===== src/rtl/seq_det_pkg.sv =====
// Shared helpers for the parametrised serial pattern detector.
// All functions are evaluated at elaboration to build the transition table.
package seq_det_pkg;

  localparam int MAX_LEN = 16;

  function automatic int seq_w(input int len);
    return (len <= 2) ? 1 : $clog2(len);
  endfunction

  // Bit i of the pattern in arrival order (i=0 is received first).
  function automatic logic pat_bit(
    input logic [15:0] seq,
    input int          len,
    input int          i
  );
    logic [15:0] tmp;
    tmp = seq >> (len - 1 - i);
    return tmp[0];
  endfunction

  // KMP transition: k bits matched, then bit b arrives.
  function automatic int seq_next(
    input logic [15:0] seq,
    input int          len,
    input int          k,
    input logic        b
  );
    int   best;
    logic ok;
    logic r;
    best = 0;
    for (int l = 1; l <= MAX_LEN; l++) begin
      if (l <= k + 1 && l <= len) begin
        ok = 1'b1;
        for (int j = 0; j < MAX_LEN; j++) begin
          if (j < l) begin
            r = (k + 1 - l + j == k) ? b
              : pat_bit(seq, len, k + 1 - l + j);
            if (r != pat_bit(seq, len, j)) ok = 1'b0;
          end
        end
        if (ok) best = l;
      end
    end
    return best;
  endfunction

  function automatic int seq_fail(
    input logic [15:0] seq,
    input int          len
  );
    int   best;
    logic ok;
    best = 0;
    for (int l = 1; l < MAX_LEN; l++) begin
      if (l < len) begin
        ok = 1'b1;
        for (int j = 0; j < MAX_LEN; j++) begin
          if (j < l) begin
            if (pat_bit(seq, len, len - l + j) !=
                pat_bit(seq, len, j)) ok = 1'b0;
          end
        end
        if (ok) best = l;
      end
    end
    return best;
  endfunction

endpackage


===== src/rtl/seq_det_sat_cnt.sv =====
// Saturating up-counter with synchronous clear that wins over increment.
module seq_det_sat_cnt #(
  parameter int CNT_W = 8
) (
  input  logic             clk,
  input  logic             rst,
  input  logic             inc,
  input  logic             clr,
  output logic [CNT_W-1:0] count
);

  always_ff @(posedge clk or posedge rst) begin
    if (rst) begin
      count <= '0;
    end else if (clr) begin
      count <= '0;
    end else if (inc && (count != {CNT_W{1'b1}})) begin
      count <= count + 1'b1;
    end
  end

endmodule


===== src/rtl/seq_detector_param.sv =====
// Mealy serial-pattern detector with elaborated KMP transitions,
// run-time overlap select and a saturating match counter.
module seq_detector_param
  import seq_det_pkg::*;
#(
  parameter int                 SEQ_LEN = 4,
  parameter logic [SEQ_LEN-1:0] SEQ     = 4'b1011,
  parameter int                 CNT_W   = 8
) (
  input  logic             clk,
  input  logic             rst,
  input  logic             en,
  input  logic             din,
  input  logic             overlap,
  input  logic             clr_cnt,
  output logic             dout,
  output logic [CNT_W-1:0] match_cnt
);

  localparam int          SW    = seq_w(SEQ_LEN);
  localparam int          NS    = 2 ** SW;
  localparam logic [15:0] SEQ_X = 16'(SEQ);
  localparam int          F     = seq_fail(SEQ_X, SEQ_LEN);

  localparam logic [SW-1:0] LAST = SW'(SEQ_LEN - 1);
  localparam logic [SW-1:0] F_ST = SW'(F);

  logic [SW-1:0] state;
  logic [SW-1:0] state_n;
  logic [SW-1:0] nxt0 [NS];
  logic [SW-1:0] nxt1 [NS];
  logic          hit;

  // Unreachable encodings fall back to S0.
  for (genvar k = 0; k < NS; k++) begin : g_tbl
    localparam int N0 = (k < SEQ_LEN) ?
      seq_next(SEQ_X, SEQ_LEN, k, 1'b0) : 0;
    localparam int N1 = (k < SEQ_LEN) ?
      seq_next(SEQ_X, SEQ_LEN, k, 1'b1) : 0;
    assign nxt0[k] = N0[SW-1:0];
    assign nxt1[k] = N1[SW-1:0];
  end

  assign hit  = (state == LAST) && (din == SEQ[0]);
  assign dout = en & hit & ~rst;

  always_comb begin
    state_n = state;
    unique case (1'b1)
      (en && hit):  state_n = overlap ? F_ST : '0;
      (en && !hit): state_n = din ? nxt1[state] : nxt0[state];
      default:      state_n = state;
    endcase
  end

  always_ff @(posedge clk or posedge rst) begin
    if (rst) begin
      state <= '0;
    end else begin
      state <= state_n;
    end
  end

  seq_det_sat_cnt #(
    .CNT_W (CNT_W)
  ) u_cnt (
    .clk   (clk),
    .rst   (rst),
    .inc   (dout),
    .clr   (clr_cnt),
    .count (match_cnt)
  );

endmodule


===== config.mk =====
export PLATFORM = sky130hd
export DESIGN_NAME = seq_detector_param
export DESIGN_NICKNAME = d
export VERILOG_FILES = /design/src/rtl/seq_det_pkg.sv /design/src/rtl/seq_det_sat_cnt.sv /design/src/rtl/seq_detector_param.sv
export SDC_FILE = /design/constraint.sdc
export NUM_CORES = 1
export LEC_CHECK = 0
export ABC_AREA = 1
export CORE_UTILIZATION = 35
export CTS_CLUSTER_SIZE = 28
export DETAILED_ROUTE_END_ITERATION = 16
export DONT_BUFFER_PORTS = 1
export GPL_ROUTABILITY_DRIVEN = 0
export SYNTH_ARGS = -nofsm -noshare
export SYNTH_HDL_FRONTEND = slang
export SYNTH_SLANG_ARGS = --single-unit

===== constraint.sdc =====
create_clock -name clk -period 1.46 [get_ports clk]
set_input_delay 0.219 -clock clk [delete_from_list [all_inputs] [get_ports clk]]
set_output_delay 0.219 -clock clk [all_outputs]
set_load 0.03 [all_outputs]

==> run metrics <==
deepest clock path buffer count 2; Worst Reg2Reg Path Length in Cells 9; share of the synthesized area in the top cell type 0.404; CP startpoint kind register; worst-path fanout max 5; Antenna Cells 0; top cells by area, synth dfrtp_1 40%, nand2_1 16%, nand3_1 9.7%, inv_1 7.9%, nand2_4 3.6%; pwr dens 736 mW/mm²; Avg Vias per Cell 5.07; worst min-delay path class input pin to register; flop2flop setup slack 130 ps; CTS buffer count 3; Setup TNS 0 ps; LEAKAGE 0.395 nW; Worst setup EP type register; # nets final 111; initial antenna violation count 0; Power Internal 0.000405 W; 1st-pass router iterations 6; Clock Power Share 0.337; Net Sw Power 0.000144 W; die width 44.1 µm; Util after Layout 0.474; critical path class register to register; Reg area 250 µm²; final WL 1390 µm; Finish-stage setup viols 0; #FFs+latches synth 10; Worst VDD drop 646 µV; H-tree depth 1; Syn Area/Cell 7.04 µm²; Hold Vio Cnt, Final 0; DRT iter0 DRCs 18; gate count of the mapped netlist 88; Design Power 0.000550 W; total gr overflow 0; setup repair after global routing missed its margin false; largest net degree at the start of global routing 11; post-detail-place hpwl 1080 µm; Clock Latency Late Sink 260 ps; first-pass GRT wire length 2290 µm; worst reg2reg endpoint u_cnt.count[7]$_DFFE_PP0P_; Largest delay share family, worst path simple AND/OR/NAND/NOR gates; post-synthesis cell area 619 µm²; hold endpoint state[0]$_DFFE_PP0P_; post_cts resized 0; CTS tree built; Rows 14; Residual DRC 0; cells along the critical path ha_1 > nand2_1 > nor2_2 > nand2_1 > nand2_4 > inv_2 > nand3_1 > nand2_1 > inv_1; WP data required 1620 ps; Layout area overhead 20.6%; fmax 754 MHz; share of cells above drive strength 1 0.216; sequential share of the synthesized area 0.404; yosys warns 0; multi-input logic area 313 µm²; routed vias 598; Critical Path Start u_cnt.count[0]$_DFFE_PP0P_; remaining antenna violation count 0; Hold Path Depth 1; Sw Ratio 0.262; Sinks on Clock Net 10; Avg WL per Cell 11.8 µm; max incr delay on CP 380 ps; syn_nets 95; global-route usage over all layers 0.166; Yosys top cell by area dfrtp_1; PortBufs 0; CTS root buf clkbuf_4; I/O Pins 15; Crit Reg-Reg Startpoint u_cnt.count[0]$_DFFE_PP0P_; status complete, no violations; Hold Crit Start en; die area 0.00194 mm²; Worst slew margin 0.809; Logic pwr share 0.122; Worst-Margin Slew 287 ps; slowest cell on the critical path dfrtp_1; post-synth cell types 17; minimum clock period 1330 ps; fill cell count 161; chip height 44.1 µm; most used cell along the critical path nand2_1; arrival time worst endpoint 1480 ps; final period utilization 0.908; Clock Pin Slew Worst Setup and Hold Paths 60 ps; initial core utilization 0.393; Final Max Slew Viols 0; vias in the first global route 511; Reg power frac 0.541; clock skew 6.84 ps; Max-Cap Viols 0; Core Area 0.00158 mm²; WP buf/inv 2
## metal layers
metal	part of all wire	wire (µm)	track usage	vias to the layer above
li1	-	-	-	303
met3	0.069	96	0.0776	2
met2	0.45	620	0.232	19
met4	0.010	14	0.0545	0
met5	0	0	0	-
met1	0.47	656	0.226	274
## stage by stage
stage	cells	instance area (µm²)	hold slack (ps)	worst slack, ps
final	118	747	60.0	134
after global routing	118	747	51.9	12.7
after CTS	118	747	53.1	129
after detailed placement	114	714	148	141
after global placement	114	714	147	174
after floorplan	88	619	67.2	65.8
## sequential cells by signal, indices dropped and copies added (netlist names)
register     cells
state            2
u_cnt.count      8
## power groups by stage
| stage | Clock (W) | Sequential, W | Combinational [W] |
|---|---|---|---|
| after floorplan | 0 | 0.000310 | 0.0000375 |
| after global placement | 0 | 0.000302 | 0.0000647 |
| after detailed placement | 0 | 0.000302 | 0.0000654 |
| after global routing | 0.000205 | 0.000299 | 0.0000757 |
| after CTS | 0.000195 | 0.000297 | 0.0000676 |
| final | 0.000185 | 0.000298 | 0.0000669 |
## logic make-up after synthesis
| group | synth area share |
|---|---|
| simple gates | 0.398 |
| buf+inv | 0.0909 |
| fa+ha+maj | 0.0202 |
| compound gates | 0.0869 |
| flops | 0.404 |
## synthesized netlist by cell type
cell type,instances
a21o_1,1
a21oi_1,3
dfrtp_1,10
ha_1,1
inv_1,13
inv_2,2
nand2_1,27
nand2_4,2
nand3_1,12
nand3_2,1
nor2_1,6
nor2_2,2
nor2_4,1
o21ai_0,4
o21ai_1,1
o22ai_1,1
or2_2,1
## layout make-up
cell class | count | area share
multi-input combinational | 63 | 0.419
sequential | 10 | 0.335
timing repair buffer | 11 | 0.114
inverter | 15 | 0.0754
clock buffer | 3 | 0.0302
tap | 16 | 0.0268
## worst max-delay path by stage
stage,endpoint,slack [ps],cells past startpoint
6_report,u_cnt.count[7]$_DFFE_PP0P_,130,9
5_1_grt,u_cnt.count[7]$_DFFE_PP0P_,10,9
4_1_cts,u_cnt.count[7]$_DFFE_PP0P_,130,9
3_5_place_dp,u_cnt.count[7]$_DFFE_PP0P_,140,9
3_3_place_gp,u_cnt.count[7]$_DFFE_PP0P_,170,9
2_1_floorplan,u_cnt.count[6]$_DFFE_PP0P_,70,9
## layout by cell type, fill, tap and decap left out, drive strengths merged
cell,synthesis,final
a21o,1,1
a21oi,3,3
buf,0,10
clkbuf,0,3
dfrtp,10,10
dlygate4sd3,0,1
ha,1,1
inv,15,15
nand2,29,29
nand3,13,13
nor2,9,9
o21ai,5,5
o22ai,1,1
or2,1,1
## repair_timing
action	4_1_cts	5_1_grt
endpoints found under the hold margin	10	0
setup buffers	0	0
hold buffers	1	0
Note: power is estimated with default switching activity, not from simulation.
==> edit: new RTL, same flow settings <==
Add an input register stage for `en`, `din`, `overlap` and `clr_cnt`; this delays them by one clock.
--- a/src/rtl/seq_detector_param.sv
+++ b/src/rtl/seq_detector_param.sv
@@ -27,2 +27,14 @@
 
+  logic en_q;
+  logic din_q;
+  logic overlap_q;
+  logic clr_cnt_q;
+
+  always_ff @(posedge clk) begin
+    en_q      <= en;
+    din_q     <= din;
+    overlap_q <= overlap;
+    clr_cnt_q <= clr_cnt;
+  end
+
   logic [SW-1:0] state;
@@ -43,4 +55,4 @@
 
-  assign hit  = (state == LAST) && (din == SEQ[0]);
-  assign dout = en & hit & ~rst;
+  assign hit  = (state == LAST) && (din_q == SEQ[0]);
+  assign dout = en_q & hit & ~rst;
 
@@ -49,4 +61,4 @@
     unique case (1'b1)
-      (en && hit):  state_n = overlap ? F_ST : '0;
-      (en && !hit): state_n = din ? nxt1[state] : nxt0[state];
+      (en_q && hit):  state_n = overlap_q ? F_ST : '0;
+      (en_q && !hit): state_n = din_q ? nxt1[state] : nxt0[state];
       default:      state_n = state;
@@ -69,3 +81,3 @@
     .inc   (dout),
-    .clr   (clr_cnt),
+    .clr   (clr_cnt_q),
     .count (match_cnt)
Behaviour: not the same (Yosys sat finds a counterexample within 4 cycles, from zero or initial values and one cycle with rst high).
==> edit against the unedited design <==
  * Sequential cell count increased by 4
  * Largest cell class is now registers
  * Final area increased by 19%
  * Setup slack got worse by 0.0044 ns
  * Synthesized area increased by 13%
  * Total power increased by 38%
  * Routed wire length decreased by 0.50%
  * Utilization increased by 2.1 points
  * Maximum frequency decreased by 0.33%
==> edit: results (changes against the unedited design) <==
Max Clock Skew 0.00118 ns (-0.00565 ns); total nets after synthesis 99 (+4.2%); detailed placement HPWL 1.04 mm (-3.7%); Area contributors post-synth dfrtp_1, nand2_1, dfxtp_1, nand3_1, inv_1; Post-synth ARST share 71.4% (-29 points); placed instance count 127 (+11%); hold path start rst; slowest cell on the critical path dfxtp_1; status completed; Synth cell types 18 (+1); first-pass GRT wire length 2.33 mm (+1.5%); DRT iter0 DRCs 12 (-6); met2 routed WL 585 µm (-5.6%); IO buf count 0 (unchanged); Hold Path Depth 5 (+4); VDD IR-drop max 705 µV (+9.1%); Layout Cells excl Fill 136 (+15%); drt first pass iters 3 (-3); CTS clk-pin slew, worst paths 0.08 ns (+0.02 ns); Total GRT Usage 15.5% (-1.1 points); vias in the first global route 554 (+8.4%); Slew Limit Headroom 81.2% (+0.35 points); Layout Nets 119 (+7.2%); CTS HTree Levels 1 (unchanged); r2r endpoint u_cnt.count[7]; layout cell share with drive strength beyond 1 20.7% (-0.85 points); met3 WL 77 µm (-20%); DR top layer met4; register area share after synthesis 47.2% (+6.8 points); Worst Hold End u_cnt.count[3]; Vias 616 (+3.0%); DR WL/cell 10.2 µm (-14%); M1 WL 697 µm (+6.3%); largest net degree at the start of global routing 11 (unchanged); leakage 0.000453 µW (+15%); slowest stage delay, CP 0.40 ns (+0.02 ns); Mapped Avg Cell Area 7.60 µm² (+8.0%)
==> edit: cell count changes after synthesis, sizes merged <==
cell | unedited run | this run
dfxtp | 0 | 4
==> edit: kinds of logic (layout without fill, tap and decap cells) <==
logic type | Yosys count | after routing | synth area share [%]
fa+ha+maj | 1 | 1 | 1.79
flops | 14 | 14 | 47.2
simple gates | 52 | 52 | 35.2
compound gates | 10 | 10 | 7.69
buf+inv | 15 | 34 | 8.05
==> edit: worst max-delay path: cells and delay by family (launching register included) <==
kind	cells	cell delay, ns
DFF	1	0.40
buffers and inverters	1	0.18
and+or+nand+nor	2	0.25
==> edit: per-stage QoR <==
step | power, µW | hold WS [ns] | util (%) | worst slack, ns | area (µm²)
final | 761 | 0.348 | 49.5 | 0.129 | 892
after CTS | 775 | 0.351 | 49.5 | 0.113 | 892
after global routing | 802 | 0.401 | 49.5 | 0.0188 | 892
after floorplan | 467 | 0.0672 | - | 0.0659 | 699
after global placement | 487 | 0.154 | 44.7 | 0.159 | 806
after detailed placement | 488 | 0.156 | 44.7 | 0.132 | 806
==> edit: per-layer routing <==
layer,GRT usage (%),vias up
met5,0,-
met4,5.14,0
met3,7.06,2
met2,21.7,13
met1,21.2,274
li1,-,327
==> edit: where the power goes <==
part	switching, µW	leakage (µW)	total, µW	internal, µW
Clock	120	0.0000210	272	152
Combinational	43.1	0.000263	72.8	29.7
Sequential	14.7	0.000169	416	402
==> edit: repair_timing <==
| item | in CTS | in global routing |
|---|---|---|
| hold endpoints to repair | 14 | 0 |
| setup endpoints to repair | 0 | 0 |
| gates resized for setup | 0 | 0 |
| hold buffers | 5 | 0 |
==> edit: worst max-delay path by stage <==
stage | startpoint | end | slack [ns] | cells past startpoint
finish | en_q | dout | 0.13 | 3
global route | u_cnt.count[0] | u_cnt.count[7] | 0.02 | 9
CTS | en_q | dout | 0.11 | 3
detailed placement | u_cnt.count[0] | u_cnt.count[7] | 0.13 | 9
global placement | u_cnt.count[0] | u_cnt.count[7] | 0.16 | 9
floorplan | u_cnt.count[1] | u_cnt.count[6] | 0.07 | 9
==> edit: final cells by class <==
class | instances | area, µm²
well taps | 25 | 31.3
flip-flops and latches | 14 | 330
inverters | 15 | 56.3
clock buffers | 4 | 36.3
fillers | 196 | 910
multi-input cells | 63 | 313
repair buffers | 15 | 125
